[config.mk]
export PLATFORM = sky130hd
export DESIGN_NAME = comar_mask_prng
export DESIGN_NICKNAME = d
export VERILOG_FILES = /design/src/rtl/comar_mask_prng.sv
export SDC_FILE = /design/constraint.sdc
export NUM_CORES = 1
export LEC_CHECK = 0
export BUFFER_PORTS_ARGS = -buffer_cell sky130_fd_sc_hd__buf_2
export CAP_MARGIN = 20
export CORE_MARGIN = 4
export CORE_UTILIZATION = 51
export CTS_BUF_LIST = sky130_fd_sc_hd__clkbuf_8
export DETAILED_ROUTE_END_ITERATION = 6
export GPL_TIMING_DRIVEN = 0
export PLACE_DENSITY = 0.81
export SLEW_MARGIN = 15
export SYNTH_ARGS = -nofsm -noshare
export SYNTH_HDL_FRONTEND = slang
export SYNTH_SLANG_ARGS = --single-unit
[constraint.sdc]
create_clock -name clk -period 1.8 [get_ports clk]
set_input_delay 0.09 -clock clk [delete_from_list [all_inputs] [get_ports clk]]
set_output_delay 0.09 -clock clk [all_outputs]
set_load 0.02 [all_outputs]
[src/rtl/comar_mask_prng.sv]
// Fresh-mask source for the COMAR two-share gadgets: a 32-bit Fibonacci LFSR
// stepped six times per enabled cycle, exposing its six low bits as r[5:0].
module comar_mask_prng #(
   parameter int unsigned WARMUP = 32
) (
   input  logic        clk,
   input  logic        rst_n,
   input  logic        seed_valid,
   input  logic [31:0] seed,
   output logic        seed_ready,
   input  logic        enable,
   output logic [5:0]  r,
   output logic        r_valid
);

   localparam int unsigned CNT_W = (WARMUP > 1) ? $clog2(WARMUP) : 1;
   localparam logic [CNT_W-1:0] CNT_LAST = (WARMUP > 0) ? CNT_W'(WARMUP - 1) : '0;

   typedef enum logic [1:0] {
      ST_UNSEEDED = 2'd0,
      ST_WARMUP   = 2'd1,
      ST_RUN      = 2'd2
   } fsm_e;

   localparam fsm_e ST_AFTER_SEED = (WARMUP > 0) ? ST_WARMUP : ST_RUN;

   function automatic logic [31:0] lfsr_step(input logic [31:0] s);
      return {s[30:0], s[31] ^ s[21] ^ s[1] ^ s[0]};
   endfunction

   function automatic logic [31:0] lfsr_adv6(input logic [31:0] s);
      logic [31:0] t;
      t = s;
      for (int i = 0; i < 6; i++) begin
         t = lfsr_step(t);
      end
      return t;
   endfunction

   // An all-zero state would lock the LFSR, so a zero seed is remapped.
   function automatic logic [31:0] seed_fix(input logic [31:0] s);
      return (s == 32'h0) ? 32'h0000_0001 : s;
   endfunction

   fsm_e              fsm_q, fsm_d;
   logic [31:0]       lfsr_q, lfsr_d;
   logic [CNT_W-1:0]  cnt_q, cnt_d;
   logic [5:0]        r_q, r_d;
   logic              r_valid_q, r_valid_d;
   logic [31:0]       lfsr_nxt;
   logic              seed_acc;

   assign seed_ready = rst_n;
   assign seed_acc   = seed_valid & seed_ready;
   assign lfsr_nxt   = lfsr_adv6(lfsr_q);

   always_comb begin
      fsm_d     = fsm_q;
      lfsr_d    = lfsr_q;
      cnt_d     = cnt_q;
      r_d       = r_q;
      r_valid_d = 1'b0;

      if (seed_acc) begin
         lfsr_d = seed_fix(seed);
         cnt_d  = '0;
         fsm_d  = ST_AFTER_SEED;
      end else begin
         unique case (fsm_q)
            ST_UNSEEDED: begin
               fsm_d = ST_UNSEEDED;
            end
            ST_WARMUP: begin
               lfsr_d = lfsr_nxt;
               if (cnt_q == CNT_LAST) begin
                  fsm_d = ST_RUN;
               end else begin
                  cnt_d = cnt_q + CNT_W'(1);
               end
            end
            ST_RUN: begin
               // A held word is never re-flagged: mask reuse would break masking.
               if (enable) begin
                  lfsr_d    = lfsr_nxt;
                  r_d       = lfsr_nxt[5:0];
                  r_valid_d = 1'b1;
               end
            end
            default: begin
               fsm_d = ST_UNSEEDED;
            end
         endcase
      end
   end

   always_ff @(posedge clk or negedge rst_n) begin
      if (!rst_n) begin
         fsm_q     <= ST_UNSEEDED;
         lfsr_q    <= 32'h0;
         cnt_q     <= '0;
         r_q       <= 6'h00;
         r_valid_q <= 1'b0;
      end else begin
         fsm_q     <= fsm_d;
         lfsr_q    <= lfsr_d;
         cnt_q     <= cnt_d;
         r_q       <= r_d;
         r_valid_q <= r_valid_d;
      end
   end

   assign r       = r_q;
   assign r_valid = r_valid_q;

endmodule
## Yosys cells after proc, flatten, opt, wreduce, memory -nomap -nowiden

Cells that the tools add are included.

| word-level totals | value |
|---|---|
| bits in registers | 46 |
| word-level logic and storage cells | 53 |

| operators by class | value |
|---|---|
| equality and inequality tests | 7 |
| bitwise logic cells | 20 |
| muxes and demuxes | 13 |
| add/sub/neg operators | 1 |
| reductions and logical operators | 7 |

Operators with widths:

| kind | number |
|---|---|
| 32-bit two-way mux | 3 |
| 32-bit case mux with 2 select lines | 1 |
| 32-bit logical NOT | 1 |
| 1-bit XOR | 18 |
| 5-bit two-way mux | 3 |
| 3-bit != test, second input constant | 2 |
| 2-bit AND reduction | 3 |
| 5-bit by 1-bit adder with 5-bit output, second input constant | 1 |
| 5-bit equality test, second input constant | 1 |
| 2-bit two-way mux | 2 |
| 2-bit != test, second input constant | 2 |
| 2-bit case mux with 2 select lines | 1 |
| 1-bit two-way mux | 3 |
| 3-bit AND reduction | 1 |
| 3-bit nonzero test | 1 |
| 2-bit by 1-bit equality test with 1-bit output, second input constant | 1 |
| 2-bit equality test, second input constant | 1 |
| 2-bit nonzero test | 1 |
| 1-bit AND | 1 |
| 1-bit inverter | 1 |

## Logic depth before layout (Yosys ltp)

| logic depth | value |
|---|---|
| depth after elaboration | 11 |
| depth in mapped cells | 7 |
| gate-level depth less buffers | 7 |

## Worst setup path before layout

No wires, ideal clock.

| path | value |
|---|---|
| kind | register -> register |
| start | register cnt_q[0] |
| end | register cnt_q[3] |
| stages on the path, launching flop included | 8 |
| data required time | 1.667 ns |
| period minus slack after synthesis | 1.668 ns |
| slack | 0.132 ns |
| setup time | 0.133 ns |
| arrival | 1.536 ns |
| path buffers | 0 |
| cell sequence | dfrtp_1 ha_1 and3_1 ha_1 nor2_1 nand4_1 xor2_1 nor2_1 |

| on the way | value |
|---|---|
| longest elaborated chain between the ends | 4 |

RTL lines:

| item | line | text |
|---|---|---|
| start: declaration | 47 | `logic [CNT_W-1:0] cnt_q, cnt_d;` |
| start signal: assignment | 106 | `cnt_q <= cnt_d;` |
| 5-bit by 1-bit adder with 5-bit output | 78 | `cnt_d = cnt_q + CNT_W'(1);` |
| 5-bit two-way mux | 75 | `if (cnt_q == CNT_LAST) begin` |
| 5-bit two-way mux | 69 | `unique case (fsm_q)` |
| 5-bit two-way mux | 64 | `if (seed_acc) begin` |

Several ways; a longest one is shown, not always the timed one. The select of a mux whose other input is x is not followed.
A chain may end at the register's enable or synchronous reset.

## Worst setup path after layout

| path | value |
|---|---|
| start | register lfsr_q[21] |
| end | register lfsr_q[1] |

| on the way | value |
|---|---|
| longest elaborated chain between the ends | 10 |

RTL lines:

| item | line | text |
|---|---|---|
| start: declaration | 46 | `logic [31:0] lfsr_q, lfsr_d;` |
| start signal: assignment | 105 | `lfsr_q <= lfsr_d;` |
| 1-bit XOR * (3 in series) | 28 | `return {s[30:0], s[31] ^ s[21] ^ s[1] ^ s[0]};` |
| 1-bit XOR (3 in series) | 28 |  |
| 1-bit XOR * | 28 |  |
| 32-bit two-way mux | 83 | `if (enable) begin` |
| 32-bit case mux with 2 select lines * | 69 |  |
| 32-bit two-way mux * | 64 |  |

Every way passes the cells marked *; elsewhere a longest branch is shown, timed or not. The select of a mux whose other input is x is not followed.

==> flow_metrics.env <==
export IMPL_cp_slowest_stage_delay_ps=500
export IMPL_tritoncts="done"
export IMPL_final_cell_area_um2=2745
export IMPL_fin_skew_ps=5.676
export IMPL_root_buffer="clkbuf_8"
export IMPL_min_path_type="primary input to register"
export IMPL_die_area_um2=5560
export IMPL_end_kind="register"
export IMPL_grt_pass1_vias=1886
export IMPL_wl_per_cell_um=16.07
export IMPL_clkSinkCount=46
export IMPL_ys_warnings_count=0
export IMPL_yosys_top_cells_area="dfrtp_1, nand2_1, a31oi_1"
export IMPL_grt_pass1_wl_mm=9.114
export IMPL_vias=2006
export IMPL_synth_edf_count=0
export IMPL_ant_nets=0
export IMPL_dr_pass1_iters=4
export IMPL_peakVddDrop_mv=0.7139
export IMPL_outcome="finished, final reports clean"
export IMPL_cts_max_level=2
export IMPL_worst_path_max_delay_cell="xnor3_2"
export IMPL_syn_area_um2=2260
export IMPL_cts_buffers=5
export IMPL_io_pins=44
export IMPL_cp_cell_sequence="xnor3_2 > xnor2_4 > xor2_2 > xnor2_2 > o21ai_1"
export IMPL_worst_endpoint_required_ps=1980
export IMPL_hold_depth=3
export IMPL_arrival_ps=1970
export IMPL_reg2reg_depth=5
export IMPL_p_leak_nw=1.343
export IMPL_drt_iter0_markers=221
export IMPL_syn_num_nets=286
export IMPL_drc=0
export IMPL_synthesis_instances=248
export IMPL_yosys_cell_count_top_type="nand2_1"
export IMPL_initial_utilization_pct=54.53
export IMPL_wirelength_mm=5.688
export IMPL_slew_headroom_pct=66.63
export IMPL_clkLatencyLatePin_ps=300
export IMPL_syn_to_final_growth_pct=21.48
export IMPL_grt_util_all_layers_pct=22.31
export IMPL_synth_top_area_cell="dfrtp_1"
export IMPL_yosysSeqAreaShare_pct=50.94
export IMPL_yosys_register_bits=46
export IMPL_drive_above_1_share_pct=25.00
export IMPL_hold_viol=0
export IMPL_cts_buffer_depth=2
export IMPL_worstSetupPathType="register to register"
export IMPL_cp_max_fo=4
export IMPL_async_reset_ff_share_pct=100.0
export IMPL_drv_cap=0
export IMPL_worst_pin_slew_ps=500.6
export IMPL_grt_start_max_net_pins=50
export IMPL_gp_congestion=0.9150
export IMPL_placed_area_um2=2537
export IMPL_numPortBuffers=43
export IMPL_hp_start="seed[3]"
export IMPL_vias_per_cell=5.667
export IMPL_overflow=0
export IMPL_rr_startpoint="lfsr_q[21]$_DFFE_PN0P_"
export IMPL_die_w_um=74.57
export IMPL_ys_types=26
export IMPL_insertedDiodeCount=0
export IMPL_clk_pin_slew_ps=80
export IMPL_synth_top_area_share_pct=50.94
export IMPL_max_freq_mhz=561.0
export IMPL_powerDensity_nw_per_um2=1397
export IMPL_period_share_pct=99.03
export IMPL_slew_violations=0
export IMPL_antenna_found_initial=0
export IMPL_core_area_um2=4144
export IMPL_fp_dieH_um=74.57
export IMPL_synth_commonest_cells="nand2_1, dfrtp_1, nor2_1"
export IMPL_start_kind="register"
export IMPL_post_route_util_pct=66.24
export IMPL_min_period_ps=1782
export IMPL_r2r_end="lfsr_q[1]$_DFFE_PN0P_"
export IMPL_finalSetupViolCount=0
export IMPL_ff2ff_setup_slack_ps=20
export IMPL_layout_nets=341
export IMPL_rsz0062_at_grt="true"
export IMPL_dp_final_hpwl_mm=4.190
export IMPL_synthFlopType="dfrtp_1"
export IMPL_synth_avg_cell_area_um2=9.112
export IMPL_num_rows=23
export IMPL_min_to="lfsr_q[3]$_DFFE_PN0P_"
==> power breakdown <==
group          total, mW  internal, mW  switching, mW
combinational       1.64         0.796          0.843
clock              0.642         0.304          0.338
sequential          1.55          1.32          0.227
==> state kept, by name, indices dropped and copies added, names as in the netlist <==
signal   count
cnt_q        5
lfsr_q      32
r            6
r_valid      1
fsm_q        2
==> cells in the final DEF (no fill, tap or decap), types with 2 or more instances in the layout <==
| cell type | netlist | layout |
|---|---|---|
| ha_1 | 2 | 2 |
| nand4_1 | 3 | 3 |
| o21ai_0 | 8 | 7 |
| buf_2 | 0 | 42 |
| inv_1 | 1 | 2 |
| nand2b_1 | 2 | 2 |
| xnor2_2 | 0 | 3 |
| buf_4 | 1 | 4 |
| clkbuf_2 | 0 | 6 |
| nor4_1 | 8 | 8 |
| a21oi_1 | 4 | 4 |
| dfrtp_1 | 46 | 46 |
| xor2_1 | 6 | 5 |
| nand2_1 | 62 | 62 |
| a31oi_1 | 28 | 28 |
| mux2_2 | 5 | 5 |
| nand3b_1 | 2 | 2 |
| xnor2_1 | 12 | 9 |
| clkbuf_1 | 13 | 7 |
| clkbuf_8 | 0 | 6 |
| nor2_1 | 36 | 35 |
==> per-layer routing <==
metal / global-route usage (%) / wire (um) / vias to the layer above
met1: 31.12 / 2524 / 953
met5: 0 / 0 / -
li1: - / - / 958
met2: 34.44 / 2582 / 86
met4: 8.103 / 96 / 0
met3: 4.865 / 484 / 9
==> how the worst max path moves through the flow <==
| stage | start | to | slack (ps) | depth (start not counted) |
|---|---|---|---|---|
| finish | lfsr_q[21]$_DFFE_PN0P_ | lfsr_q[1]$_DFFE_PN0P_ | 20 | 5 |
| global route | lfsr_q[21]$_DFFE_PN0P_ | r[1]$_DFFE_PN0P_ | -30 | 5 |
| CTS | lfsr_q[1]$_DFFE_PN0P_ | lfsr_q[1]$_DFFE_PN0P_ | 9 | 5 |
| detailed placement | rst_n | lfsr_q[2]$_DFFE_PN0P_ | -650 | 6 |
| global placement | rst_n | lfsr_q[2]$_DFFE_PN0P_ | -670 | 6 |
| floorplan | cnt_q[0]$_DFFE_PN0P_ | cnt_q[3]$_DFFE_PN0P_ | 130 | 7 |
==> area by class of cell <==
class | instances | area [um2]
buffer | 14 | 63.81
clock buffer | 6 | 82.58
inverter | 1 | 3.754
sequential | 46 | 1151
fill | 337 | 1399
multi-input combinational | 187 | 1091
clock inverter | 2 | 8.758
timing repair buffer | 48 | 281.5
tap | 50 | 62.56
==> cells by family (layout without fill, tap and decap cells) <==
group                      after synthesis  count (layout)  synth area share (%)
buffers and inverters                   15              71                 2.658
AOI/OAI and AO/OA                       43              43                 11.79
DFF                                     46              46                 50.94
adders and majority gates                2               2                 1.107
muxes                                    6               6                 2.935
xor gates and xnor gates                20              20                 9.247
and+or+nand+nor                        116             116                 21.32
==> through the flow <==
stage / hold slack (ps) / power (mW) / setup WS (ps) / instances / setup TNS (ps)
6_report: 46.59 / 3.834 / 17.54 / 354 / 0
5_1_grt: 53.07 / 4.061 / -32.74 / 354 / -56.98
4_1_cts: -193.4 / 3.721 / 8.899 / 349 / 0
3_5_place_dp: 315.8 / 2.957 / -645.9 / 341 / -21600
3_3_place_gp: 328.8 / 2.906 / -670.6 / 341 / -20880
2_1_floorplan: -205.6 / 2.571 / 131.8 / 248 / 0
==> what timing repair did <==
action	CTS	global route
pin swaps	1	3
gates resized for setup	4	18
setup buffers	0	3
cloned	0	0
endpoints found under the hold margin	46	46
setup endpoints to repair	39	36
==> critical path: cells and delay by family, from the launching register on <==
| family | cells | cell delay (ps) |
|---|---|---|
| xor gates and xnor gates | 4 | 1170 |
| DFF | 1 | 390 |
| AOI/OAI and AO/OA | 1 | 100 |
No activity file was read; power rests on OpenSTA's default activity.
